File: src/rtl/i2c_target_pkg.sv
// Shared types and constants for the I2C target register bridge.
`timescale 1ns/1ps
package i2c_target_pkg;

    localparam int BIT_CNT_W = 4;

    localparam logic [BIT_CNT_W-1:0] BITS_PER_BYTE = 4'd8;
    localparam logic [BIT_CNT_W-1:0] LAST_TX_BIT   = 4'd7;

    localparam logic ACK  = 1'b0;
    localparam logic NACK = 1'b1;

    typedef enum logic [3:0] {
        ST_IDLE      = 4'd0,
        ST_DEV       = 4'd1,
        ST_DEV_ACK   = 4'd2,
        ST_REG       = 4'd3,
        ST_REG_ACK   = 4'd4,
        ST_WDATA     = 4'd5,
        ST_WDATA_ACK = 4'd6,
        ST_RDATA     = 4'd7,
        ST_RDATA_ACK = 4'd8,
        ST_IGNORE    = 4'd9
    } state_e;

    function automatic logic addr_match(input logic [7:0] addr_byte, input logic [6:0] dev_addr);
        return (addr_byte[7:1] == dev_addr);
    endfunction

endpackage

File: src/rtl/i2c_pin_sync.sv
// Oversamples SCL/SDA into the system clock domain and decodes SCL edges
// plus START/STOP bus conditions from one synchronizer/history pair per pin.
`timescale 1ns/1ps
module i2c_pin_sync #(
    parameter int SYNC_STAGES = 2
) (
    input  logic clk,
    input  logic reset_n,
    input  logic scl_in,
    input  logic sda_in,
    output logic scl_rise,
    output logic scl_fall,
    output logic sda_level,
    output logic start_det,
    output logic stop_det
);

    logic [SYNC_STAGES-1:0] scl_sync_q, scl_sync_d;
    logic [SYNC_STAGES-1:0] sda_sync_q, sda_sync_d;
    logic                   scl_hist_q, scl_hist_d;
    logic                   sda_hist_q, sda_hist_d;
    logic                   scl_now;
    logic                   sda_now;

    // Next-state of the synchronizer chains and the one-deep history flops.
    always_comb begin
        scl_sync_d = {scl_sync_q[SYNC_STAGES-2:0], scl_in};
        sda_sync_d = {sda_sync_q[SYNC_STAGES-2:0], sda_in};
        scl_now    = scl_sync_q[SYNC_STAGES-1];
        sda_now    = sda_sync_q[SYNC_STAGES-1];
        scl_hist_d = scl_now;
        sda_hist_d = sda_now;
    end

    // Synchronizer and history registers; an idle bus (both high) is the reset state.
    always_ff @(posedge clk) begin
        if (!reset_n) begin
            scl_sync_q <= {SYNC_STAGES{1'b1}};
            sda_sync_q <= {SYNC_STAGES{1'b1}};
            scl_hist_q <= 1'b1;
            sda_hist_q <= 1'b1;
        end else begin
            scl_sync_q <= scl_sync_d;
            sda_sync_q <= sda_sync_d;
            scl_hist_q <= scl_hist_d;
            sda_hist_q <= sda_hist_d;
        end
    end

    // SDA may only move while SCL is low, so an SDA edge under a stable-high SCL is a bus condition.
    assign scl_rise  = scl_now & ~scl_hist_q;
    assign scl_fall  = ~scl_now & scl_hist_q;
    assign sda_level = sda_now;
    assign start_det = scl_now & scl_hist_q & ~sda_now & sda_hist_q;
    assign stop_det  = scl_now & scl_hist_q & sda_now & ~sda_hist_q;

endmodule

File: src/rtl/i2c_target_regs.sv
// I2C target that turns write bursts and auto-incrementing reads into
// single-cycle register-file strobes, driving SDA as an open-drain pull-down.
`timescale 1ns/1ps
module i2c_target_regs #(
    parameter logic [6:0] DEV_ADDR    = 7'h42,
    parameter int         SYNC_STAGES = 2
) (
    input  logic       clk,
    input  logic       reset_n,
    input  logic       scl_in,
    input  logic       sda_in,
    output logic       sda_oe,
    output logic [7:0] reg_addr,
    output logic [7:0] wr_data,
    output logic       wr_en,
    output logic       rd_en,
    input  logic [7:0] rd_data,
    output logic       busy
);

    import i2c_target_pkg::*;

    logic scl_rise, scl_fall, sda_level, start_det, stop_det;

    state_e               state_q, state_d;
    logic [BIT_CNT_W-1:0] bit_cnt_q, bit_cnt_d;
    logic [7:0]           shift_q, shift_d;
    logic [7:0]           reg_addr_q, reg_addr_d;
    logic [7:0]           wr_data_q, wr_data_d;
    logic                 sda_oe_q, sda_oe_d;
    logic                 wr_en_q, wr_en_d;
    logic                 rd_en_q, rd_en_d;
    logic                 busy_q, busy_d;
    logic                 rw_q, rw_d;
    logic                 acked_q, acked_d;
    logic                 byte_done;
    logic [7:0]           shift_in;

    i2c_pin_sync #(.SYNC_STAGES(SYNC_STAGES)) u_pin_sync (
        .clk       (clk),
        .reset_n   (reset_n),
        .scl_in    (scl_in),
        .sda_in    (sda_in),
        .scl_rise  (scl_rise),
        .scl_fall  (scl_fall),
        .sda_level (sda_level),
        .start_det (start_det),
        .stop_det  (stop_det)
    );

    assign byte_done = scl_fall && (bit_cnt_q == BITS_PER_BYTE);
    assign shift_in  = {shift_q[6:0], sda_level};

    // Protocol FSM: bus conditions first, then per-state bit handling on SCL edges.
    always_comb begin
        state_d    = state_q;
        bit_cnt_d  = bit_cnt_q;
        sda_oe_d   = sda_oe_q;
        wr_data_d  = wr_data_q;
        wr_en_d    = 1'b0;
        rd_en_d    = 1'b0;
        busy_d     = busy_q;
        rw_d       = rw_q;
        acked_d    = acked_q;

        if (wr_en_q) begin
            reg_addr_d = reg_addr_q + 8'd1;
        end else begin
            reg_addr_d = reg_addr_q;
        end

        // Read data arrives one cycle after rd_en; mid-read bytes start driving immediately.
        if (rd_en_q) begin
            shift_d  = rd_data;
            sda_oe_d = (state_q == ST_RDATA) ? ~rd_data[7] : sda_oe_q;
        end else begin
            shift_d = shift_q;
        end

        if (stop_det) begin
            state_d   = ST_IDLE;
            sda_oe_d  = 1'b0;
            busy_d    = 1'b0;
            bit_cnt_d = '0;
            acked_d   = 1'b0;
        end else if (start_det) begin
            state_d   = ST_DEV;
            sda_oe_d  = 1'b0;
            bit_cnt_d = '0;
            acked_d   = 1'b0;
        end else begin
            case (state_q)
                ST_IDLE, ST_IGNORE: begin
                    state_d = state_q;
                end
                ST_DEV: begin
                    if (scl_rise) begin
                        shift_d   = shift_in;
                        bit_cnt_d = bit_cnt_q + 4'd1;
                    end else if (byte_done) begin
                        if (addr_match(shift_q, DEV_ADDR)) begin
                            state_d  = ST_DEV_ACK;
                            sda_oe_d = 1'b1;
                            busy_d   = 1'b1;
                            rw_d     = shift_q[0];
                            rd_en_d  = shift_q[0];
                        end else begin
                            state_d = ST_IGNORE;
                            busy_d  = 1'b0;
                        end
                    end else begin
                        bit_cnt_d = bit_cnt_q;
                    end
                end
                ST_DEV_ACK: begin
                    if (scl_fall) begin
                        bit_cnt_d = '0;
                        if (rw_q) begin
                            state_d  = ST_RDATA;
                            sda_oe_d = ~shift_q[7];
                        end else begin
                            state_d  = ST_REG;
                            sda_oe_d = 1'b0;
                        end
                    end else begin
                        state_d = state_q;
                    end
                end
                ST_REG: begin
                    if (scl_rise) begin
                        shift_d   = shift_in;
                        bit_cnt_d = bit_cnt_q + 4'd1;
                    end else if (byte_done) begin
                        reg_addr_d = shift_q;
                        sda_oe_d   = 1'b1;
                        state_d    = ST_REG_ACK;
                    end else begin
                        bit_cnt_d = bit_cnt_q;
                    end
                end
                ST_WDATA: begin
                    if (scl_rise) begin
                        shift_d   = shift_in;
                        bit_cnt_d = bit_cnt_q + 4'd1;
                    end else if (byte_done) begin
                        wr_data_d = shift_q;
                        wr_en_d   = 1'b1;
                        sda_oe_d  = 1'b1;
                        state_d   = ST_WDATA_ACK;
                    end else begin
                        bit_cnt_d = bit_cnt_q;
                    end
                end
                ST_REG_ACK, ST_WDATA_ACK: begin
                    if (scl_fall) begin
                        sda_oe_d  = 1'b0;
                        bit_cnt_d = '0;
                        state_d   = ST_WDATA;
                    end else begin
                        state_d = state_q;
                    end
                end
                ST_RDATA: begin
                    if (scl_fall) begin
                        if (bit_cnt_q == LAST_TX_BIT) begin
                            sda_oe_d  = 1'b0;
                            bit_cnt_d = '0;
                            state_d   = ST_RDATA_ACK;
                        end else begin
                            shift_d   = {shift_q[6:0], 1'b0};
                            sda_oe_d  = ~shift_q[6];
                            bit_cnt_d = bit_cnt_q + 4'd1;
                        end
                    end else begin
                        state_d = state_q;
                    end
                end
                ST_RDATA_ACK: begin
                    if (scl_rise) begin
                        if (sda_level == NACK) begin
                            state_d = ST_IDLE;
                            busy_d  = 1'b0;
                        end else begin
                            reg_addr_d = reg_addr_q + 8'd1;
                            acked_d    = 1'b1;
                        end
                    end else if (scl_fall && acked_q) begin
                        rd_en_d   = 1'b1;
                        acked_d   = 1'b0;
                        bit_cnt_d = '0;
                        state_d   = ST_RDATA;
                    end else begin
                        state_d = state_q;
                    end
                end
                default: begin
                    state_d  = ST_IDLE;
                    sda_oe_d = 1'b0;
                    busy_d   = 1'b0;
                end
            endcase
        end
    end

    // State and output registers with synchronous active-low reset.
    always_ff @(posedge clk) begin
        if (!reset_n) begin
            state_q    <= ST_IDLE;
            bit_cnt_q  <= '0;
            shift_q    <= 8'h00;
            reg_addr_q <= 8'h00;
            wr_data_q  <= 8'h00;
            sda_oe_q   <= 1'b0;
            wr_en_q    <= 1'b0;
            rd_en_q    <= 1'b0;
            busy_q     <= 1'b0;
            rw_q       <= 1'b0;
            acked_q    <= 1'b0;
        end else begin
            state_q    <= state_d;
            bit_cnt_q  <= bit_cnt_d;
            shift_q    <= shift_d;
            reg_addr_q <= reg_addr_d;
            wr_data_q  <= wr_data_d;
            sda_oe_q   <= sda_oe_d;
            wr_en_q    <= wr_en_d;
            rd_en_q    <= rd_en_d;
            busy_q     <= busy_d;
            rw_q       <= rw_d;
            acked_q    <= acked_d;
        end
    end

    assign sda_oe   = sda_oe_q;
    assign reg_addr = reg_addr_q;
    assign wr_data  = wr_data_q;
    assign wr_en    = wr_en_q;
    assign rd_en    = rd_en_q;
    assign busy     = busy_q;

endmodule

File: config.mk
export PLATFORM = sky130hd
export DESIGN_NAME = i2c_target_regs
export DESIGN_NICKNAME = d
export VERILOG_FILES = /design/src/rtl/i2c_target_pkg.sv /design/src/rtl/i2c_pin_sync.sv /design/src/rtl/i2c_target_regs.sv
export SDC_FILE = /design/constraint.sdc
export NUM_CORES = 1
export LEC_CHECK = 0
export CELL_PAD_IN_SITES_DETAIL_PLACEMENT = 0
export CELL_PAD_IN_SITES_GLOBAL_PLACEMENT = 1
export CORE_ASPECT_RATIO = 0.7
export CORE_MARGIN = 1.5
export CORE_UTILIZATION = 30
export DETAILED_ROUTE_END_ITERATION = 8
export PLACE_DENSITY = 0.64
export SLEW_MARGIN = 20
export SYNTH_ARGS = -nofsm -noshare
export SYNTH_HDL_FRONTEND = slang
export SYNTH_SLANG_ARGS = --single-unit
File: constraint.sdc
create_clock -name clk -period 5.7 [get_ports clk]
set_input_delay 1.425 -clock clk [delete_from_list [all_inputs] [get_ports clk]]
set_output_delay 1.425 -clock clk [all_outputs]
set_load 0.03 [all_outputs]
# Word-level counts from Yosys, hierarchy flattened
# Index checks and enable logic that the tools add are counted.
[totals]
regBits = 44
elab_cells = 173
[op_classes]
eq_ne = 44
n_bitwise = 21
reduce_logical = 22
addsub = 2
muxes = 68
[op_table]
columns = ["cell", "n"]
rows = [
  ["8-bit two-way mux", 13],
  ["4-bit two-way mux", 20],
  ["4-bit case mux with 8 select lines", 1],
  ["8-bit case mux with 2 select lines", 2],
  ["3-bit inequality test, second input constant", 10],
  ["2-bit inequality test, second input constant", 14],
  ["1-bit two-way mux", 27],
  ["13-bit AND reduction", 2],
  ["4-bit by 3-bit equality test with 1-bit output, second input constant", 5],
  ["6-bit AND reduction", 3],
  ["4-bit case mux with 4 select lines", 1],
  ["1-bit NOT", 14],
  ["4-bit equality test, second input constant", 3],
  ["3-bit OR reduction", 4],
  ["8-bit by 1-bit adder with 8-bit output, second input constant", 1],
  ["4-bit by 2-bit equality test with 1-bit output, second input constant", 2],
  ["2-bit by 1-bit inequality test with 1-bit output, second input constant", 4],
  ["2-bit OR reduction", 4],
  ["8-bit OR reduction", 1],
  ["1-bit bitwise AND", 7],
  ["7-bit equality test, second input constant", 1],
  ["3-bit by 2-bit inequality test with 1-bit output, second input constant", 2],
  ["1-bit case mux with 6 select lines", 1],
  ["5-bit AND reduction", 1],
  ["other kinds (13)", 14],
]

# Logic depth before layout (Yosys ltp)
[logic_depth]
word_depth = 8
ltp_mapped = 7
ltp_nobuf = 7

# Cells and area by module
# A second synthesis with hierarchy kept.
[unflattened]
cells_unflattened = 304
area_unflattened_um2 = 2613.8
[modules_own_cells]
columns = ["module", "n_inst", "cells_each", "area_per_inst_um2"]
rows = [
  ["i2c_target_regs", 1, 288, 2423.6],
  ["i2c_pin_sync", 1, 16, 190.2],
]

# Least setup slack after synthesis
# Ideal clock, no wire load.
[synth_path]
path_type = "input-to-reg"
startpoint = "input reset_n"
endpoint = "register bit_cnt_q[2]"
slack_ns = 3.258
t_arrival_ns = 2.350
cell_stages = 6
setup_time_ns = 0.092
cell_sequence = "clkbuf_1 > inv_1 > nor2_1 > clkbuf_1 > nand3_1 > o32ai_1"
[synth_between]
elab_chain_len = 2
[synth_lines]
columns = ["item", "line", "text"]
rows = [
  ["start: declaration", "i2c_target_regs.sv:9", "input logic reset_n,"],
  ["1-bit NOT (no line)", "-", ""],
  ["3-bit OR reduction (no line)", "-", ""],
  ["end signal: assignment", "i2c_target_regs.sv:221", "bit_cnt_q <= bit_cnt_d;"],
  ["end: declaration", "i2c_target_regs.sv:26", "logic [BIT_CNT_W-1:0] bit_cnt_q, bit_cnt_d;"],
]
# Every way passes these cells.
# A chain may end at the register's enable or synchronous reset.

# Worst setup path after layout
[layout_path]
startpoint = "register rd_en_q (netlist: rd_en)"
endpoint = "output rd_en"
[layout_rtl]
columns = ["item", "line", "text"]
rows = [
  ["start: declaration", "i2c_target_regs.sv:32", "logic rd_en_q, rd_en_d;"],
  ["start signal: assignment", "i2c_target_regs.sv:227", "rd_en_q <= rd_en_d;"],
  ["end: declaration", "i2c_target_regs.sv:16", "output logic rd_en,"],
]
# No word-level cell between the ends.

==> impl_metrics.ini <==
[layout]
filler_cell_count = 937
finalNetCount = 350
area_delta_synth_final_pct = 19.4
layout-drive-gt1-share_pct = 8.04
commonest_non_fill_non_tap_cell_in_the_layout = dfxtp_1
antennaDiodeCount = 0
most-common-layout-cells = dfxtp_1, nand2_1, clkdlybuf4s50_1, nand3_1, mux2i_1

[setup_path]
critical_path_arrival_ns = 1.74
cp_max_stage_cell = clkdlybuf4s50_1
worst-path-max-fanout = 12
kind_of_launch_point_of_the_worst_setup_path = register
path_cells = clkdlybuf4s50_1
buffers_inverters_on_critical_path = 1
crit_path_max_incr_delay_ns = 0.77
critPathTopFamily = buffers and inverters
crit_type = reg2out
required_ns = 4.28
kind_of_end_point_of_the_critical_path = primary output

[die]
num_rows = 28
floorplan.io_pins = 32
fp.dieH_um = 82.7
initial_util_pct = 31.6
fp.dieArea_um2 = 9670
floorplan.core_area_um2 = 8620
die_width_um = 117

[routing]
antenna_violating_nets_post_route = 0
post-route-drc-count = 0
vias_per_cell = 5.41
dr.pass1.iters = 5
wire_per_inst_um = 16.9
drt-initial-drc-count = 217
drt_wl_total_mm = 7.70
number_of_vias_after_detailed_routing = 2465

[yosys]
synth-warning-count = 0
yosysTopAreaCell = dfxtp_1
synth_cell_types = 67
synth_compound_area_share_pct = 21.3
yosys-top-cells-area = dfxtp_1, mux2i_1, nand2_1
synth_top_family_by_area = simple AND/OR/NAND/NOR gates
multiplexer_fraction_of_the_synthesized_cell_area_pct = 9.50
mappedNetlistArea_um2 = 2730
synth_top_area_share_pct = 32.3
synth.yosys.seq_area_share_pct = 32.3
synthAdderAreaFrac_pct = 1.38
synth_cells = 320
primary_ff_master_synth = dfxtp_1
synth_edf_count = 0
synth_nets = 335
synth-xor-area-share_pct = 4.50
synth.avg_cell_area_um2 = 8.52
ys_seq_elements = 44
synth-simple-area-share_pct = 25.9
async_flop_share_pct = 0

[clock_network]
clk_pin_slew_worst_paths_ns = 0.07
h-tree-depth = 2
cts.repair.resized = 0
postCtsSetupRepairBufs = 0
number_of_sinks_handled_by_clock_tree_synthesis = 44
postCtsHoldBufs = 0
tritoncts.num_buffers = 5
tritoncts = done
cts_buffer_depth = 2
clkLatencyLatePin_ns = 0.30
clk_root_buffer_cell = clkbuf_16

[timing]
timing.final.max_slew_violations = 0
layout_worst_path_cycle_share_pct = 55.5
timing.fmax_mhz = 316
layout_setup_ws_ns = 2.54
worst-slew-pin-transition_ns = 1.03
grt_setup_unrepaired = no
finalSetupViolCount = 0
timing.final.hold_violations = 0
setup-tns-final_ns = 0
max-slew-margin-rel_pct = 30.7
timing.final.crit_period_ns = 3.16
finalClockSkew_ns = 0.00736

[global_route]
grt_first_pass_wirelength_mm = 12.3
antenna_found_initial = 0
overall_track_demand_over_capacity_in_global_routing_pct = 16.8
via_count_of_the_first_global_routing_pass = 2229
grt_start_max_net_pins = 38
globalRoute.totalOverflow = 0

[outcome]
run_status = complete, no violations

[power]
power.static_leakage_nw = 1.14
power.density_cell_area_nw_per_um2 = 329
vdd_drop_max_mv = 0.132

[place]
pre_cts_slack_ns = 2.24
portBuffers = 31
gpl.final_weighted_congestion = 0.828
hpwl_mm = 5.59

[worst_hold_path]
worst_hold_path_type = reg2reg

[job]
cap_viol_max_count = 0
[final timing paths]
path                                            start                                  end  slack, ns  depth (start not counted)
hold / removal    u_pin_sync.sda_sync_q[0]$_SDFF_PN1_  u_pin_sync.sda_sync_q[1]$_SDFF_PN1_       0.41                          1
setup reg to reg              state_q[3]$_SDFFE_PP0P_              state_q[3]$_SDFFE_PP0P_       3.08                          5
setup / recovery                     rd_en$_SDFF_PP0_                                rd_en       2.54                          1
hold reg to reg   u_pin_sync.sda_sync_q[0]$_SDFF_PN1_  u_pin_sync.sda_sync_q[1]$_SDFF_PN1_       0.41                          1
[cell type report]
class	count	area, µm²	share of cell area, %
multi-input cells	245	1710	52.5
flip-flops and latches	44	881	27.1
repair buffers	32	318	9.77
well taps	120	150	4.61
clock buffers	5	125	3.84
clock inverters	3	46.3	1.42
inverters	7	26.3	0.807
[synthesized netlist by cell type (3+ instances only)]
cell,instances
xnor2_1,10
nor2b_1,11
nand3_1,18
nand3b_1,5
o22ai_1,3
xor2_1,4
dfxtp_1,44
mux2i_1,18
a22oi_1,3
inv_1,7
a31oi_1,4
nor2_1,15
a21oi_1,10
a211oi_1,3
o31ai_1,3
o21ai_0,12
ha_1,3
nand2b_1,10
clkbuf_1,18
nand2_1,33
mux2_2,7
buf_2,4
nand4_1,4
o21ai_1,6
and3_1,3
[power breakdown]
group	switching (mW)	internal, mW	leakage (nW)
clock	0.135	0.209	0.0804
combinational	0.209	0.133	0.705
sequential	0.0620	0.323	0.356
total	0.407	0.664	1.14
[logic make-up after synthesis]
| logic type | count (synthesis) |
|---|---|
| simple gates | 123 |
| compound gates | 80 |
| flops | 44 |
| buf+inv | 31 |
| mux | 25 |
| xor+xnor | 14 |
| fa+ha+maj | 3 |
[flip-flops by register name (all words and copies together), names as in the netlist]
name	cells
sda_oe	1
u_pin_sync.sda_sync_q	2
rd_en	1
acked_q	1
u_pin_sync.scl_hist_q	1
reg_addr	8
shift_q	8
bit_cnt_q	4
rw_q	1
wr_data	8
state_q	4
u_pin_sync.scl_sync_q	2
u_pin_sync.sda_hist_q	1
wr_en	1
busy	1
[per-stage QoR]
step	hold WS [ns]	util, %	area (µm²)	power (mW)	cells
final	0.406	37.8	3250	1.07	456
after global placement	0.388	35.8	3080	0.733	448
after detailed placement	0.395	35.8	3080	0.725	448
after CTS	0.411	37.8	3250	1.07	456
after floorplan	0.386	-	2730	0.657	320
after global routing	0.416	37.8	3250	1.13	456
[per-layer routing]
layer	track usage (%)	vias up	part of all wire, %
li1	-	1210	-
met1	25.7	1167	53
met2	23.4	78	39
met3	4.31	10	6.9
met4	3.25	0	0.99
met5	0	-	0
Power figures use the tool's default switching activity.
